**config.mk**
```make
export PLATFORM = sky130hd
export DESIGN_NAME = edge_filter_detector
export DESIGN_NICKNAME = d
export VERILOG_FILES = /design/src/rtl/edge_filter_detector.sv
export SDC_FILE = /design/constraint.sdc
export NUM_CORES = 1
export LEC_CHECK = 0
export CAP_MARGIN = 40
export CORE_AREA = 3 3 40 42
export DETAILED_ROUTE_END_ITERATION = 10
export DIE_AREA = 0 0 43 45
export PLACE_DENSITY = 0.41
export SYNTH_ARGS = -nofsm -noshare
export SYNTH_HDL_FRONTEND = slang
export SYNTH_SLANG_ARGS = --single-unit
```
**constraint.sdc**
```tcl
create_clock -name clock -period 1.65 [get_ports clock]
set_clock_uncertainty 0.15 [all_clocks]
set_input_delay 0.33 -clock clock [delete_from_list [all_inputs] [get_ports clock]]
set_output_delay 0.33 -clock clock [all_outputs]
set_load 0.01 [all_outputs]
```
**src/rtl/edge_filter_detector.sv**
```systemverilog
`default_nettype none
`timescale 1ns/1ps
// ============================================================================
// edge_filter_detector
// Multi-channel synchroniser, glitch filter and edge-pulse generator with an
// optional per-channel post-edge lockout window.
// Revision: 1.0
// ============================================================================
module edge_filter_detector #(
    parameter int   CHANNELS    = 1,
    parameter int   SYNC_STAGES = 2,
    parameter int   FILTER_LEN  = 3,
    parameter int   LOCKOUT     = 0,
    parameter logic RESET_LEVEL = 1'b1
) (
    input  logic                clock,
    input  logic                reset_n,
    input  logic                enable,
    input  logic [CHANNELS-1:0] signal_in,
    output logic [CHANNELS-1:0] signal_filtered,
    output logic [CHANNELS-1:0] edge_detected,
    output logic [CHANNELS-1:0] rising_edge,
    output logic [CHANNELS-1:0] falling_edge,
    output logic                edge_any
);

    localparam int c_cnt_w  = (FILTER_LEN > 1) ? $clog2(FILTER_LEN) : 1;
    localparam int c_lock_w = (LOCKOUT > 0) ? $clog2(LOCKOUT + 1) : 1;
    localparam logic [c_cnt_w-1:0] c_cnt_last = c_cnt_w'(FILTER_LEN - 1);

    generate
        for (genvar ch = 0; ch < CHANNELS; ch++) begin : g_chan
            logic [SYNC_STAGES-1:0] r_sync;
            logic [c_cnt_w-1:0]     r_cnt;
            logic                   r_filt;
            logic                   r_det;
            logic                   r_rise;
            logic                   r_fall;
            logic                   w_sync_out;
            logic                   w_event;
            logic                   w_locked;
            logic                   w_emit;

            assign w_sync_out = r_sync[SYNC_STAGES-1];
            // A new level is accepted on the cycle its count reaches the end.
            assign w_event    = enable && (w_sync_out != r_filt) && (r_cnt == c_cnt_last);
            assign w_emit     = w_event && !w_locked;

            always_ff @(posedge clock or negedge reset_n) begin
                if (!reset_n) begin
                    r_sync <= {SYNC_STAGES{RESET_LEVEL}};
                end else begin
                    r_sync <= {r_sync[SYNC_STAGES-2:0], signal_in[ch]};
                end
            end

            always_ff @(posedge clock or negedge reset_n) begin
                if (!reset_n) begin
                    r_filt <= RESET_LEVEL;
                    r_cnt  <= '0;
                end else if (!enable) begin
                    // Track the line directly so re-enabling starts from the current level.
                    r_filt <= w_sync_out;
                    r_cnt  <= '0;
                end else if (w_sync_out == r_filt) begin
                    r_cnt  <= '0;
                end else if (r_cnt == c_cnt_last) begin
                    r_filt <= w_sync_out;
                    r_cnt  <= '0;
                end else begin
                    r_cnt  <= r_cnt + 1'b1;
                end
            end

            if (LOCKOUT > 0) begin : g_lock
                localparam logic [c_lock_w-1:0] c_lock_load = c_lock_w'(LOCKOUT);
                logic [c_lock_w-1:0] r_lock;

                assign w_locked = (r_lock != '0);

                // Suppressed events neither pulse nor reload the window.
                always_ff @(posedge clock or negedge reset_n) begin
                    if (!reset_n) begin
                        r_lock <= '0;
                    end else if (!enable) begin
                        r_lock <= '0;
                    end else if (w_emit) begin
                        r_lock <= c_lock_load;
                    end else if (r_lock != '0) begin
                        r_lock <= r_lock - 1'b1;
                    end
                end
            end else begin : g_no_lock
                assign w_locked = 1'b0;
            end

            always_ff @(posedge clock or negedge reset_n) begin
                if (!reset_n) begin
                    r_det  <= 1'b0;
                    r_rise <= 1'b0;
                    r_fall <= 1'b0;
                end else begin
                    r_det  <= w_emit;
                    r_rise <= w_emit && w_sync_out;
                    r_fall <= w_emit && !w_sync_out;
                end
            end

            assign signal_filtered[ch] = r_filt;
            assign edge_detected[ch]   = r_det;
            assign rising_edge[ch]     = r_rise;
            assign falling_edge[ch]    = r_fall;
        end
    endgenerate

    assign edge_any = |edge_detected;

endmodule
`default_nettype wire

```
# ---- Yosys cells after proc, flatten, opt, wreduce, memory -nomap -nowiden
# Index checks and enable logic that the tools add are counted.
dict set report classes {
  addsub 1
  multipliers 0
  div_mod_pow 0
  magnitude_cmp 0
  n_eq_ne 5
  shifts 0
  n_mux 6
  bitwise 0
  reduce_logical 6
}
# cell count
set op_table {}
lappend op_table {{2-to-1 mux 2 bit} 3}
lappend op_table {{logical AND 1 bit} 4}
lappend op_table {{2-to-1 mux 1 bit} 3}
lappend op_table {{adder 2 x 1 -> 2 bit, second input constant} 1}
lappend op_table {{equality test 2 bit, second input constant} 1}
lappend op_table {{inequality test 2 x 1 -> 1 bit, second input constant} 1}
lappend op_table {{inequality test 2 bit, second input constant} 1}
lappend op_table {{AND reduction 2 bit} 1}
lappend op_table {{equality test 1 bit} 1}
lappend op_table {{logical NOT 1 bit} 1}
lappend op_table {{inequality test 1 bit} 1}
dict set report word_totals {
  ff_bits 8
  latchBits 0
  ramBits 0
  romBits 0
  out_inout_bits 5
  elab_cells 24
  n_memories 0
}

# ---- Logic depth before layout (Yosys ltp)
# Gate-level depths: netlist of the first run.
dict set report depth {
  ltp_word 4
  depth_mapped 3
}

# ---- Worst setup path before layout of the first run
# No wires, ideal clock.
dict set report synth_timing {
  kind {flip-flop to flip-flop}
  startpoint {reg g_chan[0].r_filt, in the netlist signal_filtered}
  endpoint {reg g_chan[0].r_cnt[1]}
  setup_ns 0.121
  t_arrival_ns 0.966
  required_time_ns 1.379
  slack_ns 0.412
  path_stages_with_launch 3
  n_path_buf 0
  synth_period_minus_slack_ns 1.238
  cell_sequence {dfstp_2 -> xnor2_1 -> and4bb_2}
}
dict set report synth_between {
  elab_chain_len 3
}
# item line
set synth_rtl {}
lappend synth_rtl {{from (decl)} 35} ;# logic r_filt;
lappend synth_rtl {{from (signal assigned)} 63} ;# r_filt <= w_sync_out;
lappend synth_rtl {{from (signal assigned)} 68} ;# r_filt <= w_sync_out;
lappend synth_rtl {{equality test 1 bit} 65} ;# end else if (w_sync_out == r_filt) begin
lappend synth_rtl {{2-to-1 mux 2 bit} 65}
lappend synth_rtl {{2-to-1 mux 2 bit} 61} ;# end else if (!enable) begin
lappend synth_rtl {{to (signal assigned)} 71} ;# r_cnt <= r_cnt + 1'b1;
lappend synth_rtl {{to (decl)} 34} ;# logic [c_cnt_w-1:0] r_cnt;
# No other way between the ends.
# A chain may end at the register's enable or synchronous reset.

# ---- Worst setup path after layout of the first run
dict set report layout_timing {
  startpoint {reg g_chan[0].r_rise, in the netlist rising_edge}
  endpoint {out rising_edge}
}
# item line
set layout_lines {}
lappend layout_lines {{from (decl)} 37} ;# logic r_rise;
lappend layout_lines {{from (signal assigned)} 104} ;# r_rise <= w_emit && w_sync_out;
lappend layout_lines {{to (decl)} 22} ;# output logic [CHANNELS-1:0] rising_edge,
# No word-level cell between the ends.

==> impl_metrics.env, run 1 <==
export IMPL_status="completed"
export IMPL_start_kind="flip-flop"
export IMPL_highest_layer="met3"
export IMPL_critPathMaxFanout=1
export IMPL_hold_path_class="input port to asynchronous set/reset pin"
export IMPL_hpwl_microns=329
export IMPL_path_class="flip-flop to output port"
export IMPL_yosys_top_cells_area="dfrtp_1, dfstp_2, nor3b_1, and4bb_2, mux2_2"
export IMPL_seq_area_frac_synth_pct=70.9
export IMPL_grt_pass1_vias=174
export IMPL_slowest_delay_ps=530
export IMPL_rsz0062_at_grt="false"
export IMPL_dp_worst_setup_slack_ps=77.4
export IMPL_reg2reg_from="g_chan[0].r_sync[1]"
export IMPL_final_cells=45
export IMPL_die_w_microns=43
export IMPL_synth_fp_nets=23
export IMPL_worst_path_stages=1
export IMPL_first_iter_violations=3
export IMPL_slew_violations=0
export IMPL_synth_top_area_share_pct=43.5
export IMPL_row_count=13
export IMPL_coreArea_sq_mm=0.00128
export IMPL_tns_ps=0
export IMPL_grt_pass1_wl_microns=779
export IMPL_mappedNetlistArea_sq_um=288
export IMPL_synth_seq_cells=8
export IMPL_yosys_area_top_type="dfrtp_1"
export IMPL_wl_met1_microns=191
export IMPL_synth_most_common_cell="dfrtp_1"
export IMPL_met2WireLength_microns=219
export IMPL_period_needed_ps=1570
export IMPL_fp_dieArea_sq_mm=0.00194
export IMPL_pin_count=9
export IMPL_place_gp_congestion=0.618
export IMPL_clock_root_buffer="clkbuf_4"
export IMPL_power_leakage_uw=0.000201
export IMPL_grt_ovfl_total=0
export IMPL_postRouteAntennaNets=0
export IMPL_cts_max_level=1
export IMPL_path_cells="clkdlybuf4s50_1"
export IMPL_cts_buffers=3
export IMPL_yosysWarnings=0
export IMPL_finalHoldViolations=0
export IMPL_die_y_microns=45
export IMPL_wl_met3_microns=56
export IMPL_hold_ws_ps=193
export IMPL_worstPathArrival_ps=1090
export IMPL_post_route_period_util_pct=94.9
export IMPL_viasPerCell=3.98
export IMPL_fmax_mhz=639
export IMPL_drive_gt1_share_pct=26.7
export IMPL_power_density_mw_per_mm2=1030
export IMPL_synth_commonest_cells="dfrtp_1, dfstp_2, nor3b_1"
export IMPL_synth_cell_type_count=12
export IMPL_maxCapViolCount=0
export IMPL_place_inst=41
export IMPL_diodes=0
export IMPL_avgSynthCellArea_sq_um=15.1
export IMPL_synth_ff_type="dfrtp_1"
export IMPL_rr_worst_depth=2
export IMPL_clkSinkCount=8
export IMPL_grt_max_degree=9
export IMPL_path_clk_slew_ps=60
export IMPL_global_route_usage_total_pct=6.22
export IMPL_final_nets=35
export IMPL_cts_buffer_depth=2
export IMPL_regToRegSetupSlack_ps=400
export IMPL_cp_end_kind="output port"
export IMPL_wire_per_inst_microns=10.4
export IMPL_setup_viol=0
export IMPL_hold_buffers=0
export IMPL_setup_slack_ps=84.0
export IMPL_synth_edf_count=0
export IMPL_r2r_end="g_chan[0].r_cnt[1]"
export IMPL_slew_limit_headroom_pct=76.4
export IMPL_floorplan_initialDensity_pct=22.4
export IMPL_cpLargestDelayFamily="buffers and inverters"
export IMPL_drc=0
export IMPL_p_total_uw=420
export IMPL_routed_wl_microns=467
export IMPL_synthArstFlopShare_pct=100
export IMPL_cp_required_ps=1170
export IMPL_area_growth_pct=42.2
export IMPL_crit_path_top_delay_cell="clkdlybuf4s50_1"
export IMPL_post_cts_setup_buffers=0
export IMPL_cts_tree="yes"
export IMPL_netlist_instances=19
export IMPL_peakVddDrop_v=0.000282
export IMPL_worst_pin_slew_ps=352
export IMPL_vias=179
export IMPL_worstSkewPairLatency_ps=260
export IMPL_path_buf_inv=1
export IMPL_dr_pass1_iters=2
export IMPL_numPortBuffers=8
export IMPL_antenna_found_initial=0
## worst max path at each step
| stage | startpoint | to | slack (ps) |
|---|---|---|---|
| final | rising_edge | rising_edge | 80 |
| after CTS | edge_any | edge_detected | 20 |
| after global routing | falling_edge | falling_edge | 20 |
| after global placement | signal_filtered | signal_filtered | 90 |
| after detailed placement | signal_filtered | signal_filtered | 80 |
| after floorplan | signal_filtered | g_chan[0].r_cnt[1] | 410 |
## cells by family (layout without fill, tap and decap cells)
family                    after synthesis  count (layout)  share of synthesized area (%)
AOI/OAI and AO/OA                       1               1                           1.74
DFF                                     8               8                           70.9
muxes                                   1               1                           3.91
buffers and inverters                   2              13                           3.91
xor gates and xnor gates                1               1                           3.04
and+or+nand+nor                         6               6                           16.5
## flip-flops by register name, summed over array words and instances, names as in the netlist
signal / count
g_chan.r_cnt: 2
signal_filtered: 1
rising_edge: 1
edge_any: 1
g_chan.r_sync: 2
falling_edge: 1
## placed cells by master (no fill, tap or decap), drive strengths merged
cell type / count
clkbuf: 4
dlymetal6s2s: 2
o21ai: 1
clkdlybuf4s50: 5
nand3b: 1
mux2: 1
dfrtp: 5
nor2: 1
inv: 1
dlygate4sd2: 1
and4bb: 1
nor3b: 2
xnor2: 1
dfstp: 3
nor4b: 1
## power by group
group / internal (uW) / total (uW) / switching [uW]
clock network: 92.7 / 162 / 69.6
registers: 211 / 220 / 9.10
logic: 22.4 / 37.4 / 15.0
total: 326 / 420 / 93.7
## area by class of cell
| class | instances | area (sq um) |
|---|---|---|
| well taps | 15 | 18.8 |
| multi-input cells | 9 | 72.6 |
| clock buffers | 4 | 26.3 |
| repair buffers | 8 | 83.8 |
| flip-flops and latches | 8 | 204 |
| fillers | 135 | 876 |
| inverters | 1 | 3.75 |
## repair_timing
item                       in CTS  in global routing
gates resized for setup         1                  2
setup endpoints to repair       1                  2
pin swaps                       0                  0
gates cloned                    0                  0
## routing by layer
| layer | vias to the layer above | track usage [%] |
|---|---|---|
| li1 | 86 | - |
| met1 | 84 | 6.45 |
| met2 | 9 | 7.78 |
| met3 | 0 | 2.79 |
| met4 | 0 | 9.04 |
| met5 | - | 0 |
## through the flow
step,util (%),area (sq um)
CTS,31.5,404
detailed placement,29.5,379
global placement,29.5,379
finish,31.8,409
global route,31.8,409
floorplan,-,288
Note: power is estimated with default switching activity, not from simulation.
==> inputs of run 2 (changes only) <==
- SKIP_CTS_REPAIR_TIMING: not set -> 1
- SLEW_MARGIN: not set -> 20
==> run 2 against run 1 <==
Net effect:
- final area rose by 0.92%
- non-clock buffer count did not move
- power rose by 0.28%
- first-iteration DRC count did not move
- critical path depth did not move
- sequential power barely moved
- utilization rose by 0.29 points
- sequential share of layout area fell by 0.45 points
- sequential cell count did not move
==> impl_metrics.env, run 2 (synthesis gave the netlist of run 1 again) <==
export IMPL_drc=0
export IMPL_finalHoldViolations=0
export IMPL_cts_buffer_depth=2
export IMPL_crit_start="rising_edge"
export IMPL_row_count=13
export IMPL_cp_required_ps=1170
export IMPL_coreArea_sq_mm=0.00128
export IMPL_rsz0062_at_grt="false"
export IMPL_path_class="flip-flop to output port"
export IMPL_area_growth_pct=43.5
export IMPL_worstPathArrival_ps=1090
export IMPL_pin_count=9
export IMPL_cts_buffers=3
export IMPL_drive_gt1_share_pct=26.7
export IMPL_fmax_mhz=639
export IMPL_dr_pass1_iters=2
export IMPL_regToRegSetupSlack_ps=400
export IMPL_p_total_uw=421
export IMPL_floorplan_initialDensity_pct=22.4
export IMPL_worst_path_stages=1
export IMPL_start_kind="flip-flop"
export IMPL_path_buf_inv=1
export IMPL_mostFrequentLayoutCells="dfrtp_1, clkdlybuf4s50_1, clkbuf_4, dfstp_2, dlymetal6s2s_1"
export IMPL_slowest_delay_ps=530
export IMPL_rr_worst_depth=2
export IMPL_die_y_microns=45
export IMPL_post_route_period_util_pct=94.9
export IMPL_numPortBuffers=8
export IMPL_r2r_end="g_chan[0].r_cnt[1]"
export IMPL_worstSkewPairLatency_ps=260
export IMPL_critPathMaxFanout=1
export IMPL_path_cells="clkdlybuf4s50_1"
export IMPL_grt_pass1_vias=174
export IMPL_wire_per_inst_microns=10.6
export IMPL_first_iter_violations=3
export IMPL_cts_max_level=1
export IMPL_fill_cells=135
export IMPL_final_cells=45
export IMPL_worst_pin_slew_ps=354
export IMPL_slew_limit_headroom_pct=76.3
export IMPL_clkSinkCount=8
export IMPL_postRouteAntennaNets=0
export IMPL_grt_pass1_wl_microns=779
export IMPL_cts_tree="yes"
export IMPL_vias=181
export IMPL_die_w_microns=43
export IMPL_place_gp_congestion=0.618
export IMPL_path_clk_slew_ps=60
export IMPL_cp_end_kind="output port"
export IMPL_clock_root_buffer="clkbuf_4"
export IMPL_hold_path_class="input port to asynchronous set/reset pin"
export IMPL_status="completed"
export IMPL_grt_max_degree=9
export IMPL_slew_violations=0
export IMPL_global_route_usage_total_pct=6.22
export IMPL_viasPerCell=4.02
export IMPL_reg_top3="g_chan.r_cnt x2, g_chan.r_sync x2"
export IMPL_routed_wl_microns=478
export IMPL_peakVddDrop_v=0.000283
export IMPL_grt_ovfl_total=0
export IMPL_power_leakage_uw=0.000209
export IMPL_power_density_mw_per_mm2=1020
export IMPL_cpLargestDelayFamily="buffers and inverters"
export IMPL_maxCapViolCount=0
export IMPL_hpwl_microns=329
export IMPL_crit_path_top_delay_cell="clkdlybuf4s50_1"
export IMPL_setup_viol=0
export IMPL_setup_worst_path_end="rising_edge"
export IMPL_period_needed_ps=1570
export IMPL_antenna_found_initial=0
export IMPL_fp_dieArea_sq_mm=0.00194
export IMPL_diodes=0
export IMPL_reg2reg_from="g_chan[0].r_sync[1]"
export IMPL_place_inst=41
export IMPL_final_nets=35
[run 2: cell types whose count changed in the layout (fill, tap and decap cells not counted)]
cell,previous run,this run
dlygate4sd2_1,1,0
dlymetal6s2s_1,2,3
[run 2: how the worst min path moves through the flow]
stage	to	slack, ps
after floorplan	edge_any	-120
after global placement	g_chan[0].r_sync[1]	200
after detailed placement	g_chan[0].r_sync[1]	200
after CTS	edge_any	190
after global routing	g_chan[0].r_sync[1]	200
final	edge_any	190
[run 2: per-layer routing]
metal,GRT usage (%),vias up,wire (microns)
li1,-,86,-
met1,6.45,86,188
met2,7.78,9,233
met3,2.79,0,56
met4,9.04,0,0
met5,0,-,0
[run 2: area by class of cell]
cell class                      instances  area [sq um]  share of cell area (%)
Multi-Input combinational cell          9          72.6                    17.6
Sequential cell                         8           204                    49.4
Tap cell                               15          18.8                    4.55
Inverter                                1          3.75                   0.909
Timing Repair Buffer                    8          87.6                    21.2
Clock buffer                            4          26.3                    6.36
[run 2: metrics by stage]
| stage | instance area (sq um) | hold WS (ps) | TNS, ps | util (%) | worst slack [ps] |
|---|---|---|---|---|---|
| 4_1_cts | 405 | 195 | -202 | 31.5 | -202 |
| 3_5_place_dp | 379 | 200 | 0 | 29.5 | 77.4 |
| 5_1_grt | 413 | 204 | 0 | 32.1 | 24.3 |
| 3_3_place_gp | 379 | 198 | 0 | 29.5 | 90.4 |
| 6_report | 413 | 193 | 0 | 32.1 | 84.8 |
| 2_1_floorplan | 288 | -116 | 0 | - | 412 |
[run 2: report_power, final]
part	switching [uW]	total (uW)	internal, uW
logic	15.1	38.8	23.7
registers	9.28	221	211
clock network	69.2	162	92.7
==> edit, RTL diff (config.mk and constraints of run 2) <==
The parameter `RESET_LEVEL` goes from 1'b1 to 1'b0.
--- a/src/rtl/edge_filter_detector.sv
+++ b/src/rtl/edge_filter_detector.sv
@@ -11,7 +11,7 @@
     parameter int   SYNC_STAGES = 2,
     parameter int   FILTER_LEN  = 3,
     parameter int   LOCKOUT     = 0,
-    parameter logic RESET_LEVEL = 1'b1
+    parameter logic RESET_LEVEL = 1'b0
 ) (
     input  logic                clock,
     input  logic                reset_n,
Behaviour: not the same (a bounded check fails within 4 cycles, from zero or initial values and one cycle with reset_n low).
==> edit against run 2 <==
  * Sequential share of layout area rose by 0.61 points
  * Non-clock buffer count stayed put
  * Sequential cell count stayed put
  * Area after synthesis decreased by 1.3%
  * Setup slack got worse by 30 ps
  * Routed wire length shrank 8.2%
  * Power shrank 4.5%
  * Count of clock-buffer cells in the layout decreased by 1
  * Design area decreased by 3.0%
  * Clock power shrank 9%
  * Worst hold slack gained 8.0 ps
  * Die area is the same
==> edit: results (changes against run 2) <==
sequential share of the synthesized area 70.5% (-0.38 points); Sw Ratio 22.0% (-0.21 points); Synth warnings 0 (unchanged); Synth Area in Compound Gates 1.76% (+0.023 points); DP Worst Slack 141 ps (+63.2 ps); Worst VDD drop 0.367 mV (+30%); H-tree levels 1 (unchanged); routed vias/inst 4.14 (+2.8%); met1 usage 5.97% (-0.48 points); leakage power 0.174 nW (-17%); Highest Signal Layer met3; Post-synth EDFFs 0 (unchanged); met2 routed WL 215 um (-7.7%); mux cell area share after synthesis 3.96% (+0.052 points); top cells by area, synth dfrtp_1 (70%), nor3b_1 (5.3%), and4bb_2 (4.4%); Top Registers g_chan.r_cnt (2), g_chan.r_sync (2); post-synth cell types 11 (-1); worst-path fanout max 2 (+1); share of cells above drive strength 1 17.2% (-9.4 points); sequential share of power 53.7% (+1.3 points); routability congestion estimate 0.629 (+1.8%); first-pass GRT wire length 772 um (-0.90%); Commonest cells post-synth dfrtp_1 (8), nor3b_1 (2); vias in the first global route 186 (+6.9%); comb_multi_in 9 (unchanged); XOR/XNOR share of the synthesized area 3.08% (+0.040 points); clk cell area share 5.62% (-0.74 points); status complete, no violations; M1 wire length 180 um (-4.3%); PD cells 1000 nW/um^2 (-1.5%); Register Area 200 sq um (-1.8%); WP data arrival 1110 ps (+20 ps); Tot GR Track Use 5.89% (-0.33 points); family with the most delay on the worst path buffers and inverters; met2 usage 8.08% (+0.30 points); wire per inst 9.98 um (-6.1%); metal3 WL 42 um (-25%); drt initial violations 1 (-2); Data buffer area share 20.6% (-0.59 points); Slew HR 76.3% (about the same)
## edit: cell types whose count changed in the layout (fill, tap and decap cells not counted)
cell,before,now
clkbuf_1,1,0
dfstp_2,3,0
dfrtp_1,5,8
dlymetal6s2s_1,3,1
clkdlybuf4s50_1,5,7
## edit: per-stage QoR
step	utilization, %	std cells	setup TNS (ps)	cell area (sq um)
after CTS	31.0	44	-70.4	398
after detailed placement	29.2	41	0	375
final	31.2	44	0	400
after global routing	31.2	44	0	400
after global placement	29.2	41	0	375
after floorplan	-	19	0	284
## edit: worst paths after layout
path | slack [ps] | start | end | cells past startpoint
setup / recovery | 60 | edge_any | edge_any | 1
hold / removal | 200 | reset_n | falling_edge | 1
setup reg to reg | 440 | g_chan[0].r_cnt[1] | signal_filtered | 3
hold reg to reg | 200 | g_chan[0].r_sync[0] | g_chan[0].r_sync[1] | 0
max in group asynchronous | 890 | reset_n | g_chan[0].r_cnt[0] | 1
min in group clock | 200 | g_chan[0].r_sync[0] | g_chan[0].r_sync[1] | 0
